--- src/rtl/vga_pkg.sv ---
// Shared VGA constants: visible raster size, black level and sprite-mover FSM encodings.
package vga_pkg;
  localparam logic [9:0] H_VIS       = 10'd640;
  localparam logic [9:0] V_VIS       = 10'd480;
  localparam logic [7:0] COLOR_BLACK = 8'h00;

  localparam logic [1:0] S_DRAW   = 2'd0;
  localparam logic [1:0] S_UPDATE = 2'd1;
  localparam logic [1:0] S_WAIT   = 2'd2;
endpackage

--- src/rtl/sprite_renderer_if.sv ---
// Timing-generator inputs, movement buttons and DAC-side outputs of the sprite renderer.
interface sprite_renderer_if;
  logic       strobe;
  logic       hsync_in;
  logic       vsync_in;
  logic       active;
  logic [9:0] xpos;
  logic [9:0] ypos;
  logic       btn_up;
  logic       btn_down;
  logic       btn_left;
  logic       btn_right;
  logic [7:0] rgb;
  logic       hsync_out;
  logic       vsync_out;
  logic       frame_tick;

  modport master (
    output strobe, hsync_in, vsync_in, active, xpos, ypos,
           btn_up, btn_down, btn_left, btn_right,
    input  rgb, hsync_out, vsync_out, frame_tick
  );

  modport slave (
    input  strobe, hsync_in, vsync_in, active, xpos, ypos,
           btn_up, btn_down, btn_left, btn_right,
    output rgb, hsync_out, vsync_out, frame_tick
  );
endinterface

--- src/rtl/sprite_pos_ctrl.sv ---
// Sticky movement requests and a vsync-driven FSM that moves the sprite once per frame,
// clamping it to the visible area.
module sprite_pos_ctrl
  import vga_pkg::*;
#(
  parameter logic [9:0] SPR_W  = 10'd32,
  parameter logic [9:0] SPR_H  = 10'd32,
  parameter logic [9:0] STEP   = 10'd4,
  parameter logic [9:0] INIT_X = 10'd304,
  parameter logic [9:0] INIT_Y = 10'd224
) (
  input  logic       clk,
  input  logic       rst,
  input  logic       strobe_i,
  input  logic       vsync_i,
  input  logic       btn_up_i,
  input  logic       btn_down_i,
  input  logic       btn_left_i,
  input  logic       btn_right_i,
  output logic [9:0] spr_x_o,
  output logic [9:0] spr_y_o,
  output logic       frame_tick_o
);

  logic [1:0] state_q, state_d;
  logic [3:0] req_q, req_d;  // {up, down, left, right}
  logic [9:0] spr_x_q, spr_x_d, spr_y_q, spr_y_d;
  logic       vs_prev_q, tick_q;
  logic [3:0] btn;
  logic       upd;

  assign btn = {btn_up_i, btn_down_i, btn_left_i, btn_right_i};
  assign upd = strobe_i && (state_q == S_UPDATE);

  function automatic logic [9:0] move(input logic [9:0] pos, input logic inc,
                                      input logic dec, input logic [9:0] lim);
    logic signed [10:0] p;
    p = $signed({1'b0, pos});
    if (inc && !dec)      p = p + $signed({1'b0, STEP});
    else if (dec && !inc) p = p - $signed({1'b0, STEP});
    if (p < 11'sd0)                return 10'd0;
    if (p > $signed({1'b0, lim}))  return lim;
    return p[9:0];
  endfunction

  always_comb begin
    state_d = state_q;
    req_d   = req_q | btn;
    spr_x_d = spr_x_q;
    spr_y_d = spr_y_q;
    if (strobe_i) begin
      case (state_q)
        S_DRAW:   if (vs_prev_q && !vsync_i) state_d = S_UPDATE;
        S_UPDATE: begin
          state_d = S_WAIT;
          // presses landing on the update clock survive into the next frame
          req_d   = btn;
          spr_x_d = move(spr_x_q, req_q[0], req_q[1], H_VIS - SPR_W);
          spr_y_d = move(spr_y_q, req_q[2], req_q[3], V_VIS - SPR_H);
        end
        S_WAIT:   if (vsync_i) state_d = S_DRAW;
        default:  state_d = S_DRAW;
      endcase
    end
  end

  always_ff @(posedge clk or negedge rst) begin
    if (!rst) begin
      state_q   <= S_DRAW;
      req_q     <= 4'b0;
      spr_x_q   <= INIT_X;
      spr_y_q   <= INIT_Y;
      vs_prev_q <= 1'b1;
      tick_q    <= 1'b0;
    end else begin
      state_q <= state_d;
      req_q   <= req_d;
      spr_x_q <= spr_x_d;
      spr_y_q <= spr_y_d;
      tick_q  <= upd;
      if (strobe_i) vs_prev_q <= vsync_i;
    end
  end

  assign spr_x_o      = spr_x_q;
  assign spr_y_o      = spr_y_q;
  assign frame_tick_o = tick_q;
endmodule

--- src/rtl/sprite_renderer.sv ---
// Two-stage pixel colour pipeline (hit test, then colour select) with matching sync delay.
module sprite_renderer
  import vga_pkg::*;
#(
  parameter logic [9:0] SPR_W        = 10'd32,
  parameter logic [9:0] SPR_H        = 10'd32,
  parameter logic [9:0] STEP         = 10'd4,
  parameter logic [9:0] INIT_X       = 10'd304,
  parameter logic [9:0] INIT_Y       = 10'd224,
  parameter logic [7:0] SPR_COLOR    = 8'hE0,
  parameter logic [7:0] BORDER_COLOR = 8'hFF,
  parameter logic [7:0] BG_COLOR     = 8'h02
) (
  input logic              clk,
  input logic              rst,
  sprite_renderer_if.slave bus
);

  logic [9:0]  spr_x, spr_y;
  logic [10:0] x_end, y_end;
  logic        spr_hit, bord_hit;
  logic        act1_q, spr1_q, bord1_q, hs1_q, vs1_q;
  logic [7:0]  rgb_q, rgb_d;
  logic        hs2_q, vs2_q;

  sprite_pos_ctrl #(
    .SPR_W(SPR_W), .SPR_H(SPR_H), .STEP(STEP), .INIT_X(INIT_X), .INIT_Y(INIT_Y)
  ) u_pos (
    .clk         (clk),
    .rst         (rst),
    .strobe_i    (bus.strobe),
    .vsync_i     (bus.vsync_in),
    .btn_up_i    (bus.btn_up),
    .btn_down_i  (bus.btn_down),
    .btn_left_i  (bus.btn_left),
    .btn_right_i (bus.btn_right),
    .spr_x_o     (spr_x),
    .spr_y_o     (spr_y),
    .frame_tick_o(bus.frame_tick)
  );

  // 11-bit ends so the right/bottom edge never wraps
  assign x_end    = {1'b0, spr_x} + {1'b0, SPR_W};
  assign y_end    = {1'b0, spr_y} + {1'b0, SPR_H};
  assign spr_hit  = (bus.xpos >= spr_x) && ({1'b0, bus.xpos} < x_end) &&
                    (bus.ypos >= spr_y) && ({1'b0, bus.ypos} < y_end);
  assign bord_hit = (bus.xpos == 10'd0) || (bus.xpos == H_VIS - 10'd1) ||
                    (bus.ypos == 10'd0) || (bus.ypos == V_VIS - 10'd1);

  always_comb begin
    rgb_d = COLOR_BLACK;
    if (act1_q) begin
      if (spr1_q)       rgb_d = SPR_COLOR;
      else if (bord1_q) rgb_d = BORDER_COLOR;
      else              rgb_d = BG_COLOR;
    end
  end

  always_ff @(posedge clk or negedge rst) begin
    if (!rst) begin
      act1_q  <= 1'b0;
      spr1_q  <= 1'b0;
      bord1_q <= 1'b0;
      hs1_q   <= 1'b1;
      vs1_q   <= 1'b1;
      rgb_q   <= COLOR_BLACK;
      hs2_q   <= 1'b1;
      vs2_q   <= 1'b1;
    end else if (bus.strobe) begin
      act1_q  <= bus.active;
      spr1_q  <= spr_hit;
      bord1_q <= bord_hit;
      hs1_q   <= bus.hsync_in;
      vs1_q   <= bus.vsync_in;
      rgb_q   <= rgb_d;
      hs2_q   <= hs1_q;
      vs2_q   <= vs1_q;
    end
  end

  assign bus.rgb       = rgb_q;
  assign bus.hsync_out = hs2_q;
  assign bus.vsync_out = vs2_q;
endmodule

--- src/flat_wrapper.sv ---
// flat-port wrapper written by rule: the top's interface ports become plain ports
module sprite_renderer_flat import vga_pkg::*;
#(
  parameter logic [9:0] SPR_W        = 10'd32,
  parameter logic [9:0] SPR_H        = 10'd32,
  parameter logic [9:0] STEP         = 10'd4,
  parameter logic [9:0] INIT_X       = 10'd304,
  parameter logic [9:0] INIT_Y       = 10'd224,
  parameter logic [7:0] SPR_COLOR    = 8'hE0,
  parameter logic [7:0] BORDER_COLOR = 8'hFF,
  parameter logic [7:0] BG_COLOR     = 8'h02
)
  (clk, rst, bus_strobe, bus_hsync_in, bus_vsync_in, bus_active, bus_xpos, bus_ypos, bus_btn_up, bus_btn_down, bus_btn_left, bus_btn_right, bus_rgb, bus_hsync_out, bus_vsync_out, bus_frame_tick);
  sprite_renderer_if bus_i ();
  input logic clk;
  input logic rst;
  input wire logic [$bits(bus_i.strobe)-1:0] bus_strobe;
  input wire logic [$bits(bus_i.hsync_in)-1:0] bus_hsync_in;
  input wire logic [$bits(bus_i.vsync_in)-1:0] bus_vsync_in;
  input wire logic [$bits(bus_i.active)-1:0] bus_active;
  input wire logic [$bits(bus_i.xpos)-1:0] bus_xpos;
  input wire logic [$bits(bus_i.ypos)-1:0] bus_ypos;
  input wire logic [$bits(bus_i.btn_up)-1:0] bus_btn_up;
  input wire logic [$bits(bus_i.btn_down)-1:0] bus_btn_down;
  input wire logic [$bits(bus_i.btn_left)-1:0] bus_btn_left;
  input wire logic [$bits(bus_i.btn_right)-1:0] bus_btn_right;
  output wire logic [$bits(bus_i.rgb)-1:0] bus_rgb;
  output wire logic [$bits(bus_i.hsync_out)-1:0] bus_hsync_out;
  output wire logic [$bits(bus_i.vsync_out)-1:0] bus_vsync_out;
  output wire logic [$bits(bus_i.frame_tick)-1:0] bus_frame_tick;
  assign bus_i.strobe = bus_strobe;
  assign bus_i.hsync_in = bus_hsync_in;
  assign bus_i.vsync_in = bus_vsync_in;
  assign bus_i.active = bus_active;
  assign bus_i.xpos = bus_xpos;
  assign bus_i.ypos = bus_ypos;
  assign bus_i.btn_up = bus_btn_up;
  assign bus_i.btn_down = bus_btn_down;
  assign bus_i.btn_left = bus_btn_left;
  assign bus_i.btn_right = bus_btn_right;
  assign bus_rgb = bus_i.rgb;
  assign bus_hsync_out = bus_i.hsync_out;
  assign bus_vsync_out = bus_i.vsync_out;
  assign bus_frame_tick = bus_i.frame_tick;
  sprite_renderer #(.SPR_W(SPR_W), .SPR_H(SPR_H), .STEP(STEP), .INIT_X(INIT_X), .INIT_Y(INIT_Y), .SPR_COLOR(SPR_COLOR), .BORDER_COLOR(BORDER_COLOR), .BG_COLOR(BG_COLOR)) u_core (.clk(clk), .rst(rst), .bus(bus_i));
endmodule
--- config.mk ---
export PLATFORM = sky130hd
export DESIGN_NAME = sprite_renderer_flat
export DESIGN_NICKNAME = d
export VERILOG_FILES = /design/src/rtl/vga_pkg.sv /design/src/rtl/sprite_renderer_if.sv /design/src/rtl/sprite_pos_ctrl.sv /design/src/rtl/sprite_renderer.sv /design/src/flat_wrapper.sv
export SDC_FILE = /design/constraint.sdc
export NUM_CORES = 1
export LEC_CHECK = 0
export ABC_AREA = 1
export ABC_CLOCK_PERIOD_IN_PS = 2000
export CAP_MARGIN = 30
export CORE_ASPECT_RATIO = 0.5
export CORE_MARGIN = 10
export CORE_UTILIZATION = 50
export DETAILED_ROUTE_END_ITERATION = 8
export PLACE_DENSITY = 0.77
export RECOVER_POWER = 50
export SLEW_MARGIN = 0
export SYNTH_ARGS = -nofsm -noshare
export SYNTH_HDL_FRONTEND = slang
export SYNTH_SLANG_ARGS = --single-unit
--- constraint.sdc ---
create_clock -name clk -period 2 [get_ports clk]
set_input_delay 0.4 -clock clk [delete_from_list [all_inputs] [get_ports clk]]
set_output_delay 0.4 -clock clk [all_outputs]
set_load 0.05 [all_outputs]
# --- Word-level counts from Yosys, hierarchy flattened ---
# Index checks and enable logic that the tools add are counted.
totals:
  out_inout_bits: 11
  wordCells: 94
  regBits: 42
op_classes:
  bitwise: 1
  magnitude_cmp: 8
  mux: 38
  add_sub_neg: 6
  eq_ne: 6
  n_reduce_logical: 22
op_table:
  columns: ["operator", "n"]
  rows:
  - ["$mux 11", 8]
  - ["$mux 10", 8]
  - ["$mux 8", 3]
  - ["$add 10x3->11 const B", 2]
  - ["$add 10x6->11 const B", 2]
  - ["$lt 10x11->1", 2]
  - ["$lt 11x1->1 const B", 2]
  - ["$sub 10x3->11 const B", 2]
  - ["$ge 10x10->1", 2]
  - ["$logic_not 10->1", 2]
  - ["$mux 1", 14]
  - ["$gt 11x10->1 const B", 1]
  - ["$gt 11x11->1 const B", 1]
  - ["$eq 10x10->1 const B", 1]
  - ["$eq 10x9->1 const B", 1]
  - ["$logic_and 1x1->1", 9]
  - ["$mux 4", 2]
  - ["$pmux 2 s3", 1]
  - ["$logic_not 1->1", 5]
  - ["$mux 2", 2]
  - ["$ne 2x2->1 const B", 2]
  - ["$or 4x4->4", 1]
  - ["$logic_or 1x1->1", 3]
  - ["$reduce_and 3->1", 1]
  - ["4 further kinds", 4]

# --- Depth between registers and ports, before layout ---
depth:
  word_depth: 15
  mapped_depth: 16
  depth_no_buf: 15

# --- By module ---
# From an unflattened synthesis, not the netlist that was laid out.
hier_totals:
  cells_unflattened: 527
  hier_area_um2: 3395.8
modules_own_cells:
  columns: ["module", "cells_each", "n_inst", "seq_area_each_um2", "area_each_um2"]
  rows:
  - ["sprite_pos_ctrl", 273, 1, 609.3, 1808.0]
  - ["sprite_renderer", 254, 1, 255.2, 1587.8]

# --- Worst setup path after synthesis ---
# Ideal clock, no wire load.
synth_path:
  path_type: "register to register"
  startpoint: "register u_core.u_pos.spr_y_q[5], in the netlist u_core.u_pos.spr_y_o[5]"
  endpoint: "register u_core.spr1_q"
  synth_period_minus_slack_ns: 1.935
  setup_slack_ns: 0.065
  arrival_time_ns: 1.869
  required_time_ns: 1.934
  stages_incl_launch_ff: 11
  cell_sequence: "dfstp_2 > inv_1 > ha_1 > inv_1 > ha_1 > a21oi_1 > o21ai_0 > nor3b_1 > nor3_1 > nand3_1 > nand2_1"
synth_via:
  elab_chain_cells: 3
  elab_cells_between_ends: 5
synth_lines:
  columns: ["element", "line_no", "source"]
  rows:
  - ["start, declared", "sprite_pos_ctrl.sv:27", "logic [9:0] spr_x_q, spr_x_d, spr_y_q, spr_y_d;"]
  - ["start signal, assigned", "sprite_pos_ctrl.sv:79", "spr_y_q <= spr_y_d;"]
  - ["$add 10x6->11 or $ge 10x10->1 (tied branches)", "sprite_renderer.sv:44, sprite_renderer.sv:46", null]
  - ["$lt 10x11->1 or $logic_and 1x1->1 (tied branches)", "sprite_renderer.sv:46, sprite_renderer.sv:45", null]
  - ["$logic_and 1x1->1 (*)", "sprite_renderer.sv:46", "(bus.ypos >= spr_y) && ({1'b0, bus.ypos} < y_end);"]
  - ["end signal, assigned", "sprite_renderer.sv:71", "spr1_q <= spr_hit;"]
  - ["end, declared", "sprite_renderer.sv:22", "logic act1_q, spr1_q, bord1_q, hs1_q, vs1_q;"]
# Every way passes the cells marked *; elsewhere a longest branch is shown, timed or not.
# A chain may end at the register's enable or synchronous reset.

# --- Worst setup path after layout ---
layout_path:
  startpoint: "register u_core.u_pos.spr_x_q[5], in the netlist u_core.u_pos.spr_x_o[5]"
  endpoint: "register u_core.spr1_q"
layout_via:
  elab_chain_cells: 5
  elab_cells_between_ends: 6
layout_lines:
  columns: ["element", "line_no", "source"]
  rows:
  - ["start, declared", "sprite_pos_ctrl.sv:27", null]
  - ["start signal, assigned", "sprite_pos_ctrl.sv:78", "spr_x_q <= spr_x_d;"]
  - ["$add 10x6->11", "sprite_renderer.sv:43", "assign x_end = {1'b0, spr_x} + {1'b0, SPR_W};"]
  - ["$lt 10x11->1", "sprite_renderer.sv:45", "assign spr_hit = (bus.xpos >= spr_x) && ({1'b0, bus.xpos} < x_end) &&"]
  - ["$logic_and 1x1->1 (*) (2 in a row)", "sprite_renderer.sv:45", null]
  - ["$logic_and 1x1->1 (*)", "sprite_renderer.sv:46", null]
# Marks and branches as above.

==> report_table.html <==
<table>
<tr><th>Metric</th><th>Value</th></tr>
<tr><th colspan="2">Placement</th></tr>
<tr><td>Port Buf Inserts</td><td>40</td></tr>
<tr><td>Setup Slack @ Placement</td><td>-209.4 ps</td></tr>
<tr><td>Instance area after placement</td><td>3712 sq um</td></tr>
<tr><td>Number of cells after detailed placement</td><td>565</td></tr>
<tr><td>GPL Wtd Cong</td><td>0.9190</td></tr>
<tr><td>DP HPWL</td><td>6245 um</td></tr>
<tr><th colspan="2">STA</th></tr>
<tr><td>Ratio of final minimum period to clock period</td><td>105.8%</td></tr>
<tr><td>Final Max Tran Viols</td><td>0</td></tr>
<tr><td>Clock period minus worst slack</td><td>2116 ps</td></tr>
<tr><td>RSZ-0062 raised after global routing</td><td>true</td></tr>
<tr><td>Total setup violations reported at the end of the flow</td><td>1</td></tr>
<tr><td>Worst slew slack as a fraction of its limit</td><td>46.61%</td></tr>
<tr><td>Worst setup slack after layout</td><td>-116.2 ps</td></tr>
<tr><td>Largest clock skew in the final design</td><td>7.002 ps</td></tr>
<tr><td>Final hold violation count</td><td>0</td></tr>
<tr><td>Fmax</td><td>between 0.4 and 0.5 GHz</td></tr>
<tr><td>Measured slew at the worst slew-check pin</td><td>800.9 ps</td></tr>
<tr><th colspan="2">Setup path</th></tr>
<tr><td>Data required time of the critical path</td><td>2210 ps</td></tr>
<tr><td>Peak fanout along the critical path</td><td>4</td></tr>
<tr><td>Worst setup SP type</td><td>register</td></tr>
<tr><td>Critical Path AT</td><td>around 2300 ps</td></tr>
<tr><td>Classification of the worst setup path</td><td>reg -&gt; reg</td></tr>
<tr><td>Crit. End Element</td><td>register</td></tr>
<tr><th colspan="2">Route</th></tr>
<tr><td>Routed vias/inst</td><td>5.343</td></tr>
<tr><td>Via count</td><td>between 3000 and 4000</td></tr>
<tr><td>Final Routed Wirelength</td><td>8160 um</td></tr>
<tr><td>First DRT Iteration DRCs</td><td>about 280</td></tr>
<tr><td>DRC violations left</td><td>0</td></tr>
<tr><td>Number of iterations in the first detailed-routing pass</td><td>5</td></tr>
<tr><td>Post-detailed-route wirelength per cell</td><td>14.12 um</td></tr>
<tr><td>Remaining antenna violation count after routing</td><td>0</td></tr>
<tr><th colspan="2">Logic synthesis</th></tr>
<tr><td>Post-synth top area share</td><td>19.29%</td></tr>
<tr><td>Fraction of the mapped netlist area in adder cells</td><td>15.09%</td></tr>
<tr><td>XOR/XNOR share of the synthesized area</td><td>3.774%</td></tr>
<tr><td>Post-Syn Nets</td><td>slightly below 500</td></tr>
<tr><td>Share of cell area taken by muxes after synthesis</td><td>0%</td></tr>
<tr><td>Number of different library cells in the post-synthesis netlist</td><td>between 40 and 50</td></tr>
<tr><td>Most instantiated flip-flop cell in the synthesis netlist</td><td>sky130_fd_sc_hd__dfrtp_1</td></tr>
<tr><td>Synth area leaders</td><td>sky130_fd_sc_hd__dfrtp_1, sky130_fd_sc_hd__nand2_1, sky130_fd_sc_hd__ha_1, sky130_fd_sc_hd__dfstp_2, sky130_fd_sc_hd__nand3_1</td></tr>
<tr><td>Largest family of logic cells by synthesized area</td><td>simple AND/OR/NAND/NOR gates</td></tr>
<tr><td>Register area share after synthesis</td><td>between 20% and 30%</td></tr>
<tr><td>Register bit total from synthesis</td><td>33</td></tr>
<tr><td>Biggest area consumer among synthesized cells</td><td>sky130_fd_sc_hd__dfrtp_1</td></tr>
<tr><td>Synthesized-area fraction occupied by ao, oa, aoi and oai cells</td><td>11.70%</td></tr>
<tr><td>Number of enable-type register cells in the synthesized netlist</td><td>0</td></tr>
<tr><td>Syn. warnings</td><td>0</td></tr>
<tr><td>Netlist area before placement</td><td>2984 sq um</td></tr>
<tr><td>Basic-gate share of the synthesized area counting and, or, nand and nor cells</td><td>33.08%</td></tr>
<tr><td>Post-synthesis average cell area</td><td>7.071 sq um</td></tr>
<tr><td>Cells after synthesis</td><td>roughly 420</td></tr>
<tr><td>Share of flip-flops with an asynchronous set or reset after synthesis</td><td>100.0%</td></tr>
<tr><th colspan="2">Global routing</th></tr>
<tr><td>Wire length of the first global-routing pass</td><td>13440 um</td></tr>
<tr><td>Via count of the first global-routing pass</td><td>2963</td></tr>
<tr><td>GR Overflow Total</td><td>0</td></tr>
<tr><td>Pin count of the biggest net entering global routing</td><td>34</td></tr>
<tr><td>Antenna violations before repair</td><td>0</td></tr>
<tr><td>Total global-route track usage</td><td>16.80%</td></tr>
<tr><th colspan="2">Cells and area</th></tr>
<tr><td>Area growth from synthesis to final layout</td><td>35.26%</td></tr>
<tr><td>Number of filler cells placed in the layout</td><td>454</td></tr>
<tr><td>Final core utilization</td><td>between 70 and 80%</td></tr>
<tr><td>Count of non-filler cells in the finished layout</td><td>578</td></tr>
<tr><td>Fin nets</td><td>570</td></tr>
<tr><td>Number of antenna cells inserted</td><td>0</td></tr>
<tr><td>Final instance area</td><td>between 4000 and 5000 sq um</td></tr>
<tr><td>Top library cells by usage in the layout, fill and taps aside</td><td>sky130_fd_sc_hd__nand2_1, sky130_fd_sc_hd__buf_4, sky130_fd_sc_hd__inv_1, sky130_fd_sc_hd__clkdlybuf4s50_1, sky130_fd_sc_hd__nor2_1</td></tr>
<tr><td>Fraction of layout instances using a drive strength above 1</td><td>21.78%</td></tr>
<tr><td>Most common library cell in the layout ignoring fill and taps</td><td>sky130_fd_sc_hd__nand2_1</td></tr>
<tr><th colspan="2">Clock tree</th></tr>
<tr><td>Num Clock Sinks</td><td>33</td></tr>
<tr><td>H-tree depth</td><td>2</td></tr>
<tr><td>Later-pin clock latency in the skew report</td><td>roughly 280 ps</td></tr>
<tr><td>Clock tree from TritonCTS</td><td>yes</td></tr>
<tr><td>CTS hold repair buffers</td><td>0</td></tr>
<tr><td>Clk Tree Root Cell</td><td>sky130_fd_sc_hd__clkbuf_16</td></tr>
<tr><td>TritonCTS Buffers</td><td>5</td></tr>
<tr><td>Clk buf depth</td><td>2</td></tr>
<tr><td>Clock-pin slew reported for the worst setup and hold paths after clock tree synthesis</td><td>50 ps</td></tr>
<tr><th colspan="2">Power and ir drop</th></tr>
<tr><td>Pwr dens</td><td>1215 nW/um^2</td></tr>
<tr><td>Leakage power</td><td>0.001962 uW</td></tr>
<tr><td>Maximum vdd drop</td><td>0.4734 mV</td></tr>
<tr><th colspan="2">Die</th></tr>
<tr><td>Height of the die</td><td>74.63 um</td></tr>
<tr><td>Die area</td><td>a little under 10000 sq um</td></tr>
<tr><td>Starting Density</td><td>~53%</td></tr>
<tr><td>Number of primary I/O pins</td><td>41</td></tr>
<tr><td>Site row count</td><td>19</td></tr>
<tr><td>Core Area</td><td>5634 sq um</td></tr>
<tr><td>Die Width</td><td>around 130 um</td></tr>
<tr><th colspan="2">Run status</th></tr>
<tr><td>Outcome</td><td>finished with violations</td></tr>
<tr><td>Failing checks</td><td>negative setup slack</td></tr>
<tr><th colspan="2">Run</th></tr>
<tr><td>Number of max-capacitance violations reported</td><td>0</td></tr>
<tr><th colspan="2">Min path</th></tr>
<tr><td>Path class of the lowest-slack min-delay path</td><td>reg -&gt; reg</td></tr>
</table>
metrics by stage:
step           hold WS, ps  setup TNS [ps]  power (uW)
6_report             468.1          -116.2        4906
5_1_grt              504.1          -882.1        5352
4_1_cts              465.7          -118.9        4637
3_5_place_dp         459.0          -278.8        3750
3_3_place_gp         454.0          -272.9        3682
2_1_floorplan        104.4               0        2893
registers in the layout, summed over array words and instances (netlist names), 2 cells and up:
| name | count |
|---|---|
| u_core.bus.rgb | 3 |
| u_core.u_pos.spr_y_o | 8 |
| u_core.u_pos.state_q | 2 |
| u_core.u_pos.spr_x_o | 8 |
| u_core.u_pos.req_q | 4 |
where the power goes:
part           internal, uW  switching (uW)  leakage [uW]
clock                   456             283     0.0000696
sequential              905             238      0.000387
combinational          1290            1740       0.00151
cells in the mapped netlist (all sizes together), types with 2 or more instances:
library cell	number
a21oi	20
buf	10
clkbuf	3
dfrtp	23
dfstp	10
ha	36
inv	43
nand2	126
nand3	34
nand3b	2
nand4	12
nor2	39
nor3	3
nor3b	2
nor4	4
o21ai	24
o21bai	4
o22ai	2
o2bb2ai	2
o31ai	3
or2	2
xnor2	2
xor2	10
logic make-up (layout without fill, tap and decap cells):
family / count (synthesis) / in the layout
buffers and inverters: 57 / 140
adder cells (fa/ha/maj): 36 / 36
AO/OA/AOI/OAI: 60 / 60
flip-flops: 33 / 33
XOR/XNOR: 12 / 12
AND/OR/NAND/NOR: 224 / 224
area by class of cell:
type	count	area (sq um)	share of cell area, %
clock buffers	5	125.1	3.100
inverters	44	167.7	4.154
flip-flops and latches	33	840.8	20.83
well taps	73	91.34	2.263
clock inverters	3	17.52	0.4340
multi-input cells	332	2033	50.37
repair buffers	88	760.7	18.85
worst max-delay path, cell delays in order (launching register included):
cell and delay (ps):
sky130_fd_sc_hd__dfstp_2 610, sky130_fd_sc_hd__inv_4 70, sky130_fd_sc_hd__ha_4 260, sky130_fd_sc_hd__inv_2 40, sky130_fd_sc_hd__ha_4 210, sky130_fd_sc_hd__a21oi_2 140, sky130_fd_sc_hd__o21a_1 160, sky130_fd_sc_hd__nor2_1 50
sky130_fd_sc_hd__nor2_1 120, sky130_fd_sc_hd__nand3_2 140, sky130_fd_sc_hd__nor2_2 120, sky130_fd_sc_hd__nand3_1 80, sky130_fd_sc_hd__nand2_1 70
routing by layer:
layer | vias up | wire, um | track usage [%]
met5 | - | 0 | 0
met4 | 0 | 195 | 6.008
met3 | 19 | 498 | 2.803
met2 | 88 | 3788 | 29.07
met1 | 1417 | 3678 | 21.05
li1 | 1564 | - | -
repair_timing:
item | CTS | global route
endpoints found under the setup margin | 1 | 13
pin swaps | 6 | 20
buffers inserted | 0 | 5
endpoints found under the hold margin | 0 | 0
resized for setup | 13 | 24
path summary, 6_finish.rpt:
| check | end | start | slack [ps] | cells past startpoint |
|---|---|---|---|---|
| max in group asynchronous | u_core.u_pos.spr_x_o[6] | rst | 710 | 2 |
| min | u_core.bus.hsync_out | u_core.bus.hsync_out | 470 | 2 |
| min reg2reg | u_core.bus.hsync_out | u_core.bus.hsync_out | 470 | 2 |
| max | u_core.spr1_q | u_core.u_pos.spr_x_o[5] | -120 | 12 |
| min in group asynchronous | u_core.u_pos.req_q[3] | rst | 730 | 2 |
| max reg2reg | u_core.spr1_q | u_core.u_pos.spr_x_o[5] | -120 | 12 |
Power figures use the tool's default switching activity.
